===== src/rtl/riscv_pkg.sv =====
// Shared RV32I definitions for the fetch stage.
//   XLEN          : integer register / PC width
//   NOP_INSTR     : canonical NOP (addi x0,x0,0) shown to decode when idle
//   fetch_entry_t : one fetched instruction tagged with its PC
package riscv_pkg;

  localparam int XLEN = 32;
  localparam logic [XLEN-1:0] NOP_INSTR = 32'h0000_0013;

  typedef struct packed {
    logic [XLEN-1:0] pc;
    logic [XLEN-1:0] instr;
  } fetch_entry_t;

  localparam int FETCH_ENTRY_W = $bits(fetch_entry_t);

endpackage


===== src/rtl/fetch_stage_if.sv =====
// Instruction-memory request/response bus.
//   ImemReq    : fetch request valid (master -> slave)
//   ImemAddr   : fetch address (master -> slave)
//   ImemGnt    : request accepted this cycle (slave -> master)
//   ImemRvalid : response word valid, in order (slave -> master)
//   ImemRdata  : response instruction word (slave -> master)
interface fetch_stage_if;
  import riscv_pkg::*;

  logic            ImemReq;
  logic [XLEN-1:0] ImemAddr;
  logic            ImemGnt;
  logic            ImemRvalid;
  logic [XLEN-1:0] ImemRdata;

  modport master (
    output ImemReq, ImemAddr,
    input  ImemGnt, ImemRvalid, ImemRdata
  );

  modport slave (
    input  ImemReq, ImemAddr,
    output ImemGnt, ImemRvalid, ImemRdata
  );

endinterface


===== src/rtl/fetch_fifo.sv =====
// Small synchronous FIFO buffering fetched {pc, instr} entries.
//   clk, rst      : clock, asynchronous active-high reset
//   flush_i       : empty the FIFO; overrides push/pop that cycle
//   push_i/wdata_i: write an entry (ignored when full)
//   pop_i         : retire the head entry (ignored when empty)
//   head_o        : current head entry, combinational
//   full_o/empty_o: occupancy flags
module fetch_fifo #(
  parameter int DEPTH = 2,
  parameter int W     = 64
) (
  input  logic         clk,
  input  logic         rst,
  input  logic         flush_i,
  input  logic         push_i,
  input  logic [W-1:0] wdata_i,
  input  logic         pop_i,
  output logic [W-1:0] head_o,
  output logic         full_o,
  output logic         empty_o
);

  localparam int AW = (DEPTH > 1) ? $clog2(DEPTH) : 1;
  localparam int CW = AW + 1;
  localparam logic [CW-1:0] DEPTH_C = CW'(DEPTH);

  logic [W-1:0]  mem [DEPTH];
  logic [AW-1:0] rd_ptr_q, rd_ptr_d;
  logic [AW-1:0] wr_ptr_q, wr_ptr_d;
  logic [CW-1:0] count_q, count_d;
  logic          do_push, do_pop;

  assign full_o  = (count_q == DEPTH_C);
  assign empty_o = (count_q == '0);
  assign head_o  = mem[rd_ptr_q];

  assign do_push = push_i & ~full_o & ~flush_i;
  assign do_pop  = pop_i & ~empty_o & ~flush_i;

  always_comb begin
    rd_ptr_d = rd_ptr_q;
    wr_ptr_d = wr_ptr_q;
    count_d  = count_q;
    if (flush_i) begin
      rd_ptr_d = '0;
      wr_ptr_d = '0;
      count_d  = '0;
    end else begin
      // Pointers are power-of-two sized, so they wrap naturally.
      if (do_push) wr_ptr_d = wr_ptr_q + 1'b1;
      if (do_pop)  rd_ptr_d = rd_ptr_q + 1'b1;
      count_d = count_q + CW'(do_push) - CW'(do_pop);
    end
  end

  always_ff @(posedge clk or posedge rst) begin
    if (rst) begin
      rd_ptr_q <= '0;
      wr_ptr_q <= '0;
      count_q  <= '0;
    end else begin
      rd_ptr_q <= rd_ptr_d;
      wr_ptr_q <= wr_ptr_d;
      count_q  <= count_d;
    end
  end

  // Storage is not reset: an entry is only visible once count covers it.
  always_ff @(posedge clk) begin
    if (do_push) mem[wr_ptr_q] <= wdata_i;
  end

endmodule


===== src/rtl/fetch_stage.sv =====
// RV32I instruction-fetch stage.
//   clk, reset        : clock, asynchronous active-high reset
//   PCSrcE, PCTargetE : execute-stage redirect request and target
//   StallD            : decode holds its current instruction
//   imem (master)     : ImemReq/ImemAddr/ImemGnt/ImemRvalid/ImemRdata bus
//   InstrD, PCD,
//   PCPlus4D, ValidD  : FIFO head presented to decode (NOP/0/4/0 when empty)
// At most one request is in flight; a request is only issued when the FIFO
// has a free slot, so every granted word is guaranteed somewhere to land.
module fetch_stage
  import riscv_pkg::*;
#(
  parameter logic [31:0] RESET_PC = 32'h0000_0000,
  parameter int          DEPTH    = 2
) (
  input  logic             clk,
  input  logic             reset,
  input  logic             PCSrcE,
  input  logic [XLEN-1:0]  PCTargetE,
  input  logic             StallD,
  fetch_stage_if.master    imem,
  output logic [XLEN-1:0]  InstrD,
  output logic [XLEN-1:0]  PCD,
  output logic [XLEN-1:0]  PCPlus4D,
  output logic             ValidD
);

  logic [XLEN-1:0] pcf_q, pcf_d;
  logic [XLEN-1:0] req_pc_q, req_pc_d;
  logic            outstanding_q, outstanding_d;
  logic            drop_q, drop_d;

  logic            fifo_full, fifo_empty;
  logic            fifo_push, fifo_pop;
  fetch_entry_t    fifo_wdata, fifo_head;
  logic            req_fire;
  logic            rsp_fire;

  assign imem.ImemReq  = ~reset & ~PCSrcE & ~outstanding_q & ~fifo_full;
  assign imem.ImemAddr = pcf_q;

  assign req_fire = imem.ImemReq & imem.ImemGnt;
  // A response with nothing outstanding (e.g. left over from before reset)
  // is not ours and is ignored.
  assign rsp_fire = imem.ImemRvalid & outstanding_q;

  assign fifo_wdata = '{pc: req_pc_q, instr: imem.ImemRdata};
  assign fifo_push  = rsp_fire & ~drop_q & ~PCSrcE;
  assign fifo_pop   = ValidD & ~StallD & ~PCSrcE;

  always_comb begin
    pcf_d         = pcf_q;
    req_pc_d      = req_pc_q;
    outstanding_d = outstanding_q;
    drop_d        = drop_q;

    if (rsp_fire) begin
      outstanding_d = 1'b0;
      drop_d        = 1'b0;
    end

    if (PCSrcE) begin
      // Masking the low bits keeps the new PC word-aligned.
      pcf_d = PCTargetE & ~32'h3;
      // A word still in flight belongs to the squashed path; mark it for
      // discard. Outstanding stays set until it returns so the new request
      // cannot overlap the stale response.
      drop_d = outstanding_q & ~imem.ImemRvalid;
    end else if (req_fire) begin
      req_pc_d      = pcf_q;
      pcf_d         = pcf_q + 32'd4;
      outstanding_d = 1'b1;
    end
  end

  always_ff @(posedge clk or posedge reset) begin
    if (reset) begin
      pcf_q         <= RESET_PC;
      req_pc_q      <= RESET_PC;
      outstanding_q <= 1'b0;
      drop_q        <= 1'b0;
    end else begin
      pcf_q         <= pcf_d;
      req_pc_q      <= req_pc_d;
      outstanding_q <= outstanding_d;
      drop_q        <= drop_d;
    end
  end

  fetch_fifo #(
    .DEPTH (DEPTH),
    .W     (FETCH_ENTRY_W)
  ) u_fifo (
    .clk     (clk),
    .rst     (reset),
    .flush_i (PCSrcE),
    .push_i  (fifo_push),
    .wdata_i (fifo_wdata),
    .pop_i   (fifo_pop),
    .head_o  (fifo_head),
    .full_o  (fifo_full),
    .empty_o (fifo_empty)
  );

  assign ValidD   = ~fifo_empty;
  assign InstrD   = fifo_empty ? NOP_INSTR : fifo_head.instr;
  assign PCD      = fifo_empty ? 32'h0     : fifo_head.pc;
  assign PCPlus4D = PCD + 32'd4;

endmodule


===== src/flat_wrapper.sv =====
// flat-port wrapper written by rule: the top's interface ports become plain ports
module fetch_stage_flat import riscv_pkg::*;
#(
  parameter logic [31:0] RESET_PC = 32'h0000_0000,
  parameter int          DEPTH    = 2
)
  (clk, reset, PCSrcE, PCTargetE, StallD, InstrD, PCD, PCPlus4D, ValidD, imem_ImemReq, imem_ImemAddr, imem_ImemGnt, imem_ImemRvalid, imem_ImemRdata);
  fetch_stage_if imem_i ();
  input  logic clk;
  input  logic reset;
  input  logic PCSrcE;
  input  logic [XLEN-1:0] PCTargetE;
  input  logic StallD;
  output logic [XLEN-1:0] InstrD;
  output logic [XLEN-1:0] PCD;
  output logic [XLEN-1:0] PCPlus4D;
  output logic ValidD;
  output wire logic [$bits(imem_i.ImemReq)-1:0] imem_ImemReq;
  output wire logic [$bits(imem_i.ImemAddr)-1:0] imem_ImemAddr;
  input wire logic [$bits(imem_i.ImemGnt)-1:0] imem_ImemGnt;
  input wire logic [$bits(imem_i.ImemRvalid)-1:0] imem_ImemRvalid;
  input wire logic [$bits(imem_i.ImemRdata)-1:0] imem_ImemRdata;
  assign imem_ImemReq = imem_i.ImemReq;
  assign imem_ImemAddr = imem_i.ImemAddr;
  assign imem_i.ImemGnt = imem_ImemGnt;
  assign imem_i.ImemRvalid = imem_ImemRvalid;
  assign imem_i.ImemRdata = imem_ImemRdata;
  fetch_stage #(.RESET_PC(RESET_PC), .DEPTH(DEPTH)) u_core (.clk(clk), .reset(reset), .PCSrcE(PCSrcE), .PCTargetE(PCTargetE), .StallD(StallD), .imem(imem_i), .InstrD(InstrD), .PCD(PCD), .PCPlus4D(PCPlus4D), .ValidD(ValidD));
endmodule

===== config.mk =====
export PLATFORM = sky130hd
export DESIGN_NAME = fetch_stage_flat
export DESIGN_NICKNAME = d
export VERILOG_FILES = /design/src/rtl/riscv_pkg.sv /design/src/rtl/fetch_stage_if.sv /design/src/rtl/fetch_fifo.sv /design/src/rtl/fetch_stage.sv /design/src/flat_wrapper.sv
export SDC_FILE = /design/constraint.sdc
export NUM_CORES = 1
export LEC_CHECK = 0
export CORE_MARGIN = 1.5
export CORE_UTILIZATION = 50
export DETAILED_ROUTE_END_ITERATION = 6
export PLACE_DENSITY = 0.89
export SKIP_LAST_GASP = 1
export SYNTH_ARGS = -nofsm -noshare
export SYNTH_HDL_FRONTEND = slang
export SYNTH_SLANG_ARGS = --single-unit

===== constraint.sdc =====
create_clock -name clk -period 8.5 [get_ports clk]
set_input_delay 1.7 -clock clk [delete_from_list [all_inputs] [get_ports clk]]
set_output_delay 1.7 -clock clk [all_outputs]
set_load 0.01 [all_outputs]

==> metrics.md, run 1 <==
| Metric | Value |
|---|---|
| Status | finished clean |
| Remaining antenna violation count | 0 |
| Critical Path Max Stage Delay | around 0.73 ns |
| Max-cap violation count | 0 |
| Number of antenna violations at the first check in global routing | 0 |
| Largest net degree at the start of global routing | 63 |
| Area of the multi-input gates | 3220 um^2 |
| Initial DRC count | roughly 550 |
| I/O Buffers | 191 |
| CP Capture Type | output port |
| Worst setup path endpoint | PCPlus4D[25] |
| Most common cell after layout, fill and taps aside | clkdlybuf4s50_1 |
| Antenna cells | 0 |
| Dpl hpwl | around 14 mm |
| Final Max Tran Viols | 0 |
| Layout fillers | 1261 |
| Final cycle utilization of the critical path | 66.8% |
| Syn Area/Cell | 11.9 um^2 |
| Clk slew on worst S/H paths | 0.07 ns |
| Worst Setup SP | u_core.u_fifo.rd_ptr_q |
| Rel. slew slack | 33.6% |
| Setup TNS | 0 ns |
| Core Region | 17400 um^2 |
| CTS sink cnt | 190 |
| Crit start category | register |
| WL/cell | about 17 um |
| Sequential-to-total area share from yosys stat | 60.5% |
| Maximum vdd drop | 0.000163 V |
| CTS H-tree lvls | 4 |
| Clock tree buffer depth | 2 |
| Num ports | 200 |
| Post-CTS Setup Bufs | 0 |
| Ys flop type | edfxtp_1 |
| WP data required | 6.80 ns |
| Final wirelength | 20.3 mm |
| Fin. Hold Viols | 0 |
| CP Depth | 7 |
| Final setup fails | 0 |
| Clock Latency Late Sink | between 0.4 and 0.5 ns |
| Register area | between 5000 and 6000 um^2 |
| Combinational share of power | 14.0% |
| #FFs+latches synth | 190 |
| Starting Density | 51.2% |
| Hold-fix buffers, CTS | 0 |
| Power Density | 189 nW/um^2 |
| Sum of buffers and inverters on the critical path | 2 |
| Clock share of power | 33.6% |
| Total Routing Usage GR | 22.2% |
| Ys async rst share | 34.7% |
| Pre-Repair DR Iteration Count | 6 |
| Worst Tran Pin Value | 0.994 ns |
| Pre-CTS setup slack | 3.26 ns |
| Min Tclk post-route | between 5 and 6 ns |
| Drt drc | 0 |
| CTS Root Cell | clkbuf_16 |
| Leak | roughly 4.2 nW |
| Number of flops mapped to enable cells by yosys | 124 |
| Power Internal | 1.60 mW |
| Via count | about 6500 |
| R2R depth | 9 |
| Routability cong. | 0.882 |
| Via/cell ratio | about 5.6 |
| FP Rows | 48 |
| Fmax | about 180 MHz |
| Share of layout cells above drive strength 1 | 8.10% |
| Worst min path class | register to register |
| CP Class | register to output port |
| CTS tree | done |
| Commonest cells after routing, fill and taps aside | clkdlybuf4s50_1, nand2_1, edfxtp_1, nor2_1, dfrtp_1 |
| Vias in the first global route | between 6000 and 7000 |
| Syn Std Cell Area | a little under 9000 um^2 |
| Die Height | approximately 140 um |
| Final setup margin | 2.82 ns |
| First-pass GRT wire length | 31.7 mm |
| Design Power | 2.17 mW |
| Syn. warnings | 0 |
| Area growth syn-to-layout | 28.8% |
| Mapped Cells | 748 |
| Worst reg2reg path endpoint | u_core.u_fifo.count_q[1] |
| Switch Pwr | 0.569 mW |
| WP data arrival | 3.98 ns |
| R2R setup slack | 5.46 ns |
| Sw frac | about a quarter |
| Top Family by Delay on Critical Path | buffers and inverters |
| Die X | roughly 140 um |
| Num CTS Buffers | 17 |
| RSZ-0062 raised after global routing | no |
| Final net count | about 1000 |
| Die Area | 18600 um^2 |
| Post-route clock skew | 0.00880 ns |
| Resized Gates After CTS | 0 |
| Critical-path top delay cell | buf_4 |
| Yosys cell types | 57 |
| Maximum fanout along the worst path | between 50 and 60 |
| Reg-to-Reg Start | u_core.u_fifo.count_q[1] |
| Reg power frac | 52.4% |
| Total congestion overflow | 0 |
| Ordered list of cells on the worst path | buf_4 -> mux2i_1 -> nor3_1 -> nand4_2 -> nor4b_2 -> xor2_1 -> clkdlybuf4s50_1 |
==> through the flow <==
stage	hold slack (ns)	utilization [%]	std cells	area, um^2
5_1_grt	0.488	66.0	1163	11400
3_5_place_dp	0.457	62.9	1131	10900
3_3_place_gp	0.447	62.9	1131	10900
6_report	0.473	66.0	1163	11400
4_1_cts	0.474	66.0	1163	11400
2_1_floorplan	0.442	-	753	8910
==> power groups by stage <==
stage / Combinational (mW) / Sequential [mW] / Clock, mW
detailed placement: 0.302 / 1.15 / 0
CTS: 0.306 / 1.13 / 0.739
global route: 0.331 / 1.14 / 0.767
finish: 0.304 / 1.13 / 0.728
floorplan: 0.161 / 1.12 / 0
global placement: 0.294 / 1.15 / 0
==> metal layers <==
layer | GRT usage, % | part of all wire [%] | vias up
met5 | 0 | 0 | -
met4 | 8.22 | 1.9 | 0
met3 | 3.95 | 7.0 | 31
met2 | 35.9 | 49 | 304
met1 | 30.1 | 42 | 3115
li1 | - | - | 3043
==> synthesized netlist by cell type, types with 3 or more instances <==
| cell type | count | area (um^2) |
|---|---|---|
| a211oi_2 | 3 | 37.5 |
| a211oi_4 | 3 | 60.1 |
| a21oi_1 | 5 | 25.0 |
| a221o_1 | 7 | 70.1 |
| and3_1 | 3 | 18.8 |
| and4_1 | 6 | 52.6 |
| buf_2 | 17 | 85.1 |
| buf_4 | 9 | 67.6 |
| buf_6 | 5 | 56.3 |
| clkbuf_1 | 12 | 45.0 |
| dfrtp_1 | 66 | 1650 |
| edfxtp_1 | 124 | 3720 |
| ha_1 | 4 | 50.1 |
| inv_1 | 14 | 52.6 |
| mux2i_1 | 63 | 631 |
| nand2_1 | 136 | 510 |
| nand3_1 | 23 | 115 |
| nand3b_1 | 3 | 22.5 |
| nand3b_4 | 4 | 80.1 |
| nand4_1 | 16 | 100 |
| nor2_1 | 78 | 293 |
| nor3_1 | 11 | 55.1 |
| nor3_2 | 9 | 90.1 |
| nor4_1 | 8 | 50.1 |
| nor4_2 | 6 | 75.1 |
| o211ai_1 | 8 | 60.1 |
| o21ai_0 | 23 | 115 |
| o311ai_0 | 10 | 87.6 |
| o311ai_1 | 4 | 35.0 |
| or3_1 | 4 | 25.0 |
| xnor2_1 | 11 | 96.3 |
| xor2_1 | 23 | 201 |
==> registers in the layout, summed over array words and instances (netlist names) <==
name / cells
u_core.req_pc_q: 30
u_core.imem.ImemAddr: 30
u_core.outstanding_q: 1
u_core.u_fifo.rd_ptr_q: 1
u_core.u_fifo.wr_ptr_q: 1
u_core.drop_q: 1
u_core.u_fifo.mem: 124
u_core.u_fifo.count_q: 2
==> cells by family after synthesis <==
group	count (synthesis)	share of synthesized area [%]
multiplexers	64	7.22
other	1	0.0422
adder cells (fa/ha/maj)	4	0.563
buffers and inverters	60	3.70
AND/OR/NAND/NOR	324	18.5
flip-flops	190	60.5
XOR/XNOR	34	3.35
AO/OA/AOI/OAI	71	6.16
==> how the worst min path moves through the flow <==
stage,startpoint,to,slack [ns],cells past startpoint
2_1_floorplan,u_core.req_pc_q[2],u_core.u_fifo.mem[0][34],0.44,0
3_3_place_gp,u_core.req_pc_q[20],u_core.u_fifo.mem[0][52],0.45,0
3_5_place_dp,u_core.req_pc_q[18],u_core.u_fifo.mem[0][50],0.46,0
4_1_cts,u_core.req_pc_q[18],u_core.u_fifo.mem[0][50],0.47,0
5_1_grt,u_core.req_pc_q[18],u_core.u_fifo.mem[0][50],0.49,0
6_report,u_core.req_pc_q[18],u_core.u_fifo.mem[0][50],0.47,0
==> cell type report <==
type	count	share of cell area [%]
Clock buffer	20	3.81
Clock inverter	12	0.885
Inverter	14	0.459
Multi-Input combinational cell	503	28.2
Sequential cell	190	47.0
Tap cell	225	2.46
Timing Repair Buffer	199	17.2
Note: power is estimated with default switching activity, not from simulation.
==> run 2, diff against run 1 <==
==> constraint.sdc (replaced) <==
create_clock -name clk -period 5.7 [get_ports clk]
set_input_delay 1.14 -clock clk [delete_from_list [all_inputs] [get_ports clk]]
set_output_delay 1.14 -clock clk [all_outputs]
set_load 0.01 [all_outputs]
==> run 2 against run 1 <==
  * Sequential share of layout area is 0.20 points lower
  * Global-route usage up 0.28 points
  * Flip-flop and latch count unchanged
  * Clock-buffer cell count fell by 3
  * Combinational power is 47% higher
  * Clock power grew 58%
  * Register-to-register slack got worse by 2.1 ns
  * Wire length increased by 1.2%
  * Cell count unchanged
  * Worst hold slack lost 0.0026 ns
  * Total power increased by 52%
  * Critical path depth increased by 1
==> metrics.md, run 2 (synthesis results as in run 1) <==
| Metric | Value |
|---|---|
| Reg power frac | 51.5% (was 52.4%) |
| Fin Hold WS | 0.470 ns (was 0.473 ns) |
| CTS tree | done (unchanged) |
| FP Rows | 48 (unchanged) |
| Status | finished clean (unchanged) |
| Design Power | 3.30 mW (was 2.17 mW) |
| HP Start | u_core.req_pc_q[19] (was u_core.req_pc_q[18]) |
| Worst Tran Pin Value | 0.866 ns (was 0.994 ns) |
| Top Usage Layer GRT | met2 (unchanged) |
| Final Max Tran Viols | 0 (unchanged) |
| Ordered list of cells on the worst path | mux2i_1 -> nor2_1 -> ha_1 -> nor3b_2 -> nand4_4 -> nor3_1 -> xor2_1 -> clkdlybuf4s50_1 (was buf_4 -> mux2i_1 -> nor3_1 -> nand4_2 -> nor4b_2 -> xor2_1 -> clkdlybuf4s50_1) |
| Cells after DPL | 1131 (unchanged) |
| Switch Pwr | 0.870 mW (was 0.569 mW) |
| Maximum vdd drop | 0.000229 V (was 0.000163 V) |
| Worst Setup SP | u_core.u_fifo.rd_ptr_q (unchanged) |
| WHS Path Cells | 0 (unchanged) |
| Die X | 136 um (unchanged) |
| Num ports | 200 (unchanged) |
| Max-cap violation count | 0 (unchanged) |
| CP Class | register to output port (unchanged) |
| Setup TNS | 0 ns (unchanged) |
| Reg-to-Reg Start | u_core.u_fifo.count_q[0] (was u_core.u_fifo.count_q[1]) |
| Worst min path class | register to register (unchanged) |
| Final net count | 999 (unchanged) |
| Vias in the first global route | 6154 (was 6189) |
| Post-CTS Setup Bufs | 0 (unchanged) |
| Clk slew on worst S/H paths | 0.07 ns (about the same) |
| Sw frac | 26.4% (was 26.3%) |
| Core Region | 17400 um^2 (unchanged) |
| Via/cell ratio | 5.60 (was 5.58) |
| GR Layer Usage met1 | 30.8% (was 30.1%) |
| Fmax | 201 MHz |
| Clock share of power | 35.0% (was 33.6%) |
| Worst reg2reg path endpoint | u_core.u_fifo.mem[1][41] (was u_core.u_fifo.count_q[1]) |
| Clock tree buffer depth | 2 (unchanged) |
| Power Internal | 2.43 mW (was 1.60 mW) |
| Top Family by Delay on Critical Path | simple AND/OR/NAND/NOR gates (was buffers and inverters) |
| Die Area | 18600 um^2 (unchanged) |
| I/O Buffers | 191 (unchanged) |
| Leak | 4.17 nW (was 4.16 nW) |
| Crit start category | register (unchanged) |
| Largest Register | u_core.u_fifo.mem (unchanged) |
| Min Tclk post-route | 4.98 ns |
| Rel. slew slack | 42.1% (was 33.6%) |
| Final setup fails | 0 (unchanged) |
| R2R setup slack | 3.32 ns (was 5.46 ns) |
| Area growth syn-to-layout | 29.3% (was 28.8%) |
| Maximum fanout along the worst path | 57 (was 53) |
| Die Height | 136 um (unchanged) |
| Antenna cells | 0 (unchanged) |
| WP data required | 4.56 ns (was 6.80 ns) |
| Resized Gates After CTS | 0 (unchanged) |
| Hold EP | u_core.u_fifo.mem[1][51] (was u_core.u_fifo.mem[0][50]) |
| Largest net degree at the start of global routing | 63 (unchanged) |
| R2R depth | 4 (was 9) |
| GR Util met3 | 4.33% (was 3.95%) |
| Critical Path Max Stage Delay | 0.96 ns (was 0.73 ns) |
| Total Routing Usage GR | 22.5% (was 22.2%) |
| CP Capture Type | output port (unchanged) |
| Critical-path top delay cell | dfrtp_4 (was buf_4) |
| CTS sink cnt | 190 (unchanged) |
| Largest register FFs | 124 (unchanged) |
| Fin. Hold Viols | 0 (unchanged) |
| RSZ-0062 raised after global routing | no (unchanged) |
| Pre-Repair DR Iteration Count | 5 (was 6) |
| Via count | 6507 (was 6493) |
| Final cycle utilization of the critical path | 87.3% |
| Starting Density | 51.2% (unchanged) |
| Share of layout cells above drive strength 1 | 8.32% (was 8.10%) |
| Post-route clock skew | 0.00627 ns (was 0.00880 ns) |
| Layout fillers | 1236 (was 1261) |
| Dpl hpwl | 14.3 mm (was 13.9 mm) |
| Sum of buffers and inverters on the critical path | 1 (was 2) |
| Hold-fix buffers, CTS | 0 (unchanged) |
| CTS H-tree lvls | 4 (unchanged) |
| Drt drc | 0 (unchanged) |
| WL/cell | 17.7 um (was 17.5 um) |
| Final wirelength | 20.6 mm (was 20.3 mm) |
| Most common cell after layout, fill and taps aside | clkdlybuf4s50_1 (unchanged) |
| Initial DRC count | 566 (was 545) |
| Met2 usage | 36.2% (was 35.9%) |
| Commonest cells after routing, fill and taps aside | clkdlybuf4s50_1, nand2_1, edfxtp_1, nor2_1, dfrtp_1 (unchanged) |
| First-pass GRT wire length | 32.1 mm (was 31.7 mm) |
| Routability cong. | 0.856 (was 0.882) |
| Number of antenna violations at the first check in global routing | 0 (unchanged) |
| Clock Latency Late Sink | 0.43 ns (about the same) |
| Final Non-Filler Cells | 1163 (unchanged) |
| CTS Root Cell | clkbuf_16 (unchanged) |
| Num CTS Buffers | 17 (unchanged) |
| Remaining antenna violation count | 0 (unchanged) |
| WP data arrival | 3.84 ns (was 3.98 ns) |
| Combinational share of power | 13.5% (was 14.0%) |
| Power Density | 287 nW/um^2 (was 189 nW/um^2) |
| Total congestion overflow | 0 (unchanged) |
[run 2: cell types whose count changed in the layout (fill, tap and decap cells not counted), sizes merged]
cell	previous run	this run
bufinv	0	1
clkinvlp	1	3
clkbuf	20	17
[run 2: through the flow]
step | instance area [um^2] | utilization [%] | worst slack, ns
after floorplan | 8910 | - | 0.997
after global placement | 10900 | 62.9 | 1.32
after detailed placement | 10900 | 62.9 | 1.24
after CTS | 11500 | 66.2 | 0.717
after global routing | 11500 | 66.2 | 0.458
final | 11500 | 66.2 | 0.724
[run 2: worst max-delay path by stage]
stage / end / cells past startpoint / slack [ns]
after floorplan: u_core.u_fifo.mem[0][0] / 4 / 1.0
after global placement: PCPlus4D[30] / 8 / 1.32
after detailed placement: PCPlus4D[30] / 8 / 1.24
after CTS: PCPlus4D[20] / 8 / 0.72
after global routing: PCPlus4D[20] / 8 / 0.46
final: PCPlus4D[20] / 8 / 0.72
[run 2: layer usage]
layer  vias to the layer above  wire length (um)
met2                       310             10100
met1                      3140              8830
met4                         0               301
met5                         -                 0
li1                       3036                 -
met3                        21              1370
[run 2: power groups by stage]
stage | clock, mW | sequential (mW) | combinational (mW)
2_1_floorplan | 0 | 1.68 | 0.241
3_3_place_gp | 0 | 1.71 | 0.433
3_5_place_dp | 0 | 1.72 | 0.447
4_1_cts | 1.16 | 1.69 | 0.450
5_1_grt | 1.21 | 1.71 | 0.489
6_report | 1.15 | 1.70 | 0.446
[run 2: final cells by class]
class	count	area, um^2	share of cell area, %
well taps	225	282	2.45
clock buffers	17	425	3.70
clock inverters	15	149	1.30
inverters	14	52.6	0.457
flip-flops and latches	190	5380	46.8
repair buffers	199	1980	17.3
multi-input cells	503	3220	28.0
[run 2: worst reg2reg max path, stage by stage, from the launching register on]
cell	delay, ns
dfrtp_1	0.41
nand2b_1	0.21
nand4_1	0.34
nor2_4	0.78
buf_12	0.33
==> run 3, diff against run 2 <==
--- a/config.mk
+++ b/config.mk
@@ -6,9 +6,9 @@
 export NUM_CORES = 1
 export LEC_CHECK = 0
 export CORE_MARGIN = 1.5
-export CORE_UTILIZATION = 50
+export CORE_UTILIZATION = 51
 export DETAILED_ROUTE_END_ITERATION = 6
-export PLACE_DENSITY = 0.89
+export PLACE_DENSITY = 0.91
 export SKIP_LAST_GASP = 1
 export SYNTH_ARGS = -nofsm -noshare
 export SYNTH_HDL_FRONTEND = slang
==> run 3 against run 2 <==
  * Clock power up 4%
  * Wire length up 2.8%
  * Sequential power about the same
  * Cell area up 0.35%
  * Largest cell class unchanged
  * Largest power group unchanged
==> metrics.md, run 3 (synthesis results as in run 1) <==
| Metric | Value |
|---|---|
| Status | finished clean (unchanged) |
| Die Height | 135 um (was 136 um) |
| Final core utilization | 67.2% (was 66.2%) |
| Num ports | 200 (unchanged) |
| CTS H-tree lvls | 4 (unchanged) |
| WP data arrival | 3.75 ns (was 3.84 ns) |
| RSZ-0062 raised after global routing | no (unchanged) |
| Hold-fix buffers, CTS | 0 (unchanged) |
| CTS sink cnt | 190 (unchanged) |
| Share of layout cells above drive strength 1 | 8.62% (was 8.32%) |
| Final Max Tran Viols | 0 (unchanged) |
| HP Start | u_core.req_pc_q[28] (was u_core.req_pc_q[19]) |
| Crit start category | register (unchanged) |
| Maximum fanout along the worst path | 50 (was 57) |
| CTS tree | done (unchanged) |
| Core Region | 17200 um^2 (was 17400 um^2) |
| Sw frac | 26.3% (was 26.4%) |
| Setup TNS | 0 ns (unchanged) |
| Commonest cells after routing, fill and taps aside | clkdlybuf4s50_1, nand2_1, edfxtp_1, nor2_1, dfrtp_1 (unchanged) |
| Most common cell after layout, fill and taps aside | clkdlybuf4s50_1 (unchanged) |
| Die Area | 18200 um^2 (was 18600 um^2) |
| Reg-to-Reg Start | u_core.u_fifo.count_q[1] (was u_core.u_fifo.count_q[0]) |
| Pre-CTS setup slack | 1.23 ns (was 1.24 ns) |
| I/O Buffers | 191 (unchanged) |
| Clock Latency Late Sink | 0.43 ns (about the same) |
| Clock share of power | 35.9% (was 35.0%) |
| Fmax | 205 MHz (was 201 MHz) |
| Antenna cells | 0 (unchanged) |
| R2R depth | 4 (unchanged) |
| Sum of buffers and inverters on the critical path | 2 (was 1) |
| Top Family by Delay on Critical Path | buffers and inverters (was simple AND/OR/NAND/NOR gates) |
| WP data required | 4.56 ns (about the same) |
| WL/cell | 18.2 um (was 17.7 um) |
| Post-CTS Setup Bufs | 0 (unchanged) |
| Area growth syn-to-layout | 29.8% (was 29.3%) |
| Ordered list of cells on the worst path | buf_4 -> nand3_1 -> a211oi_4 -> nand3_1 -> nor4b_2 -> xor2_1 -> clkdlybuf4s50_1 (was mux2i_1 -> nor2_1 -> ha_1 -> nor3b_2 -> nand4_4 -> nor3_1 -> xor2_1 -> clkdlybuf4s50_1) |
| Maximum vdd drop | 0.000273 V (was 0.000229 V) |
| Largest net degree at the start of global routing | 63 (unchanged) |
| Die X | 135 um (was 136 um) |
| Pre-Repair DR Iteration Count | 5 (unchanged) |
| First-pass GRT wire length | 32.6 mm (was 32.1 mm) |
| Switch Pwr | 0.883 mW (was 0.870 mW) |
| Max-cap violation count | 0 (unchanged) |
| Leak | 4.20 nW (was 4.17 nW) |
| CP Class | register to output port (unchanged) |
| Combinational share of power | 13.5% (about the same) |
| Min Tclk post-route | 4.89 ns (was 4.98 ns) |
| Via/cell ratio | 5.68 (was 5.60) |
| Design area | 11500 um^2 (about the same) |
| Critical-path top delay cell | dfrtp_4 (unchanged) |
| Dpl cell area | 10900 um^2 (about the same) |
| Via count | 6620 (was 6507) |
| Fin. Hold Viols | 0 (unchanged) |
| Total congestion overflow | 0 (unchanged) |
| Power Density | 291 nW/um^2 (was 287 nW/um^2) |
| Starting Density | 51.8% (was 51.2%) |
| Initial DRC count | 562 (was 566) |
| Post-route clock skew | 0.00621 ns (was 0.00627 ns) |
| Largest Register | u_core.u_fifo.mem (unchanged) |
| Rel. slew slack | 43.7% (was 42.1%) |
| Hold EP | u_core.u_fifo.mem[0][60] (was u_core.u_fifo.mem[1][51]) |
| Vias in the first global route | 6330 (was 6154) |
| Total Routing Usage GR | 23.2% (was 22.5%) |
| Largest register FFs | 124 (unchanged) |
| Worst Tran Pin Value | 0.845 ns (was 0.866 ns) |
| Final setup fails | 0 (unchanged) |
| Final wirelength | 21.2 mm (was 20.6 mm) |
| Worst min path class | register to register (unchanged) |
| CTS Root Cell | clkbuf_16 (unchanged) |
| Final net count | 1001 (was 999) |
| CP Capture Type | output port (unchanged) |
| Clk slew on worst S/H paths | 0.07 ns (about the same) |
| Number of antenna violations at the first check in global routing | 0 (unchanged) |
| WHS Path Cells | 0 (unchanged) |
| R2R setup slack | 3.37 ns (was 3.32 ns) |
| Final cycle utilization of the critical path | 85.8% (was 87.3%) |
| Drt drc | 0 (unchanged) |
| Num CTS Buffers | 17 (unchanged) |
| Clock tree buffer depth | 2 (unchanged) |
| Final setup margin | 0.810 ns (was 0.724 ns) |
| Power Internal | 2.47 mW (was 2.43 mW) |
| Most used cell, CP | nand3_1 |
| FP Rows | 48 (unchanged) |
| Dpl hpwl | 14.6 mm (was 14.3 mm) |
| Critical Path Max Stage Delay | 0.94 ns (was 0.96 ns) |
| Worst reg2reg path endpoint | u_core.u_fifo.mem[1][50] (was u_core.u_fifo.mem[1][41]) |
| Remaining antenna violation count | 0 (unchanged) |
| Reg power frac | 50.7% (was 51.5%) |
| Routability cong. | 0.858 (was 0.856) |
| Resized Gates After CTS | 0 (unchanged) |
run 3: cell count changes in the layout (fill, tap and decap cells not counted):
cell	previous run	this run
buf_4	7	9
clkinv_1	1	0
bufinv_16	1	2
clkinv_2	0	1
clkinv_4	2	3
clkinvlp_4	3	1
run 3: area by class of cell:
| cell class | count | area [um^2] |
|---|---|---|
| tap | 225 | 282 |
| clock buffer | 17 | 425 |
| inverter | 14 | 52.6 |
| fill | 1266 | 5640 |
| timing repair buffer | 201 | 2000 |
| sequential | 190 | 5380 |
| multi-input combinational | 503 | 3220 |
| clock inverter | 15 | 174 |
run 3: layer usage:
metal,wire length [um],share of wire [%],vias up,global-route usage (%)
li1,-,-,3052,-
met1,9050,43,3207,30.8
met2,10300,49,314,38.7
met3,1270,6.0,47,4.13
met4,526,2.5,0,7.95
met5,0,0,-,0
run 3: worst max path at each step:
stage	startpoint	end	cells after the start
detailed placement	u_core.u_fifo.rd_ptr_q	PCPlus4D[20]	8
floorplan	PCSrcE	u_core.u_fifo.mem[0][0]	4
global route	u_core.u_fifo.rd_ptr_q	PCPlus4D[31]	7
CTS	u_core.u_fifo.rd_ptr_q	PCPlus4D[25]	7
global placement	u_core.u_fifo.rd_ptr_q	PCPlus4D[25]	7
finish	u_core.u_fifo.rd_ptr_q	PCPlus4D[25]	7
run 3: worst register-to-register path: cells and delay by family, from the launching register on:
kind	cells	cell delay (ns)
and+or+nand+nor	3	1.23
DFF	1	0.45
buffers and inverters	1	0.33
run 3: power groups by stage:
stage	clock network, mW	registers, mW	logic, mW
global route	1.27	1.71	0.490
CTS	1.22	1.70	0.454
finish	1.20	1.70	0.452
global placement	0	1.71	0.435
detailed placement	0	1.72	0.451
floorplan	0	1.68	0.241
run 3: metrics by stage:
stage	cells	hold WS (ns)	power [mW]
CTS	1165	0.480	3.37
global route	1165	0.487	3.47
detailed placement	1133	0.454	2.17
floorplan	753	0.442	1.92
finish	1165	0.477	3.36
global placement	1133	0.449	2.15
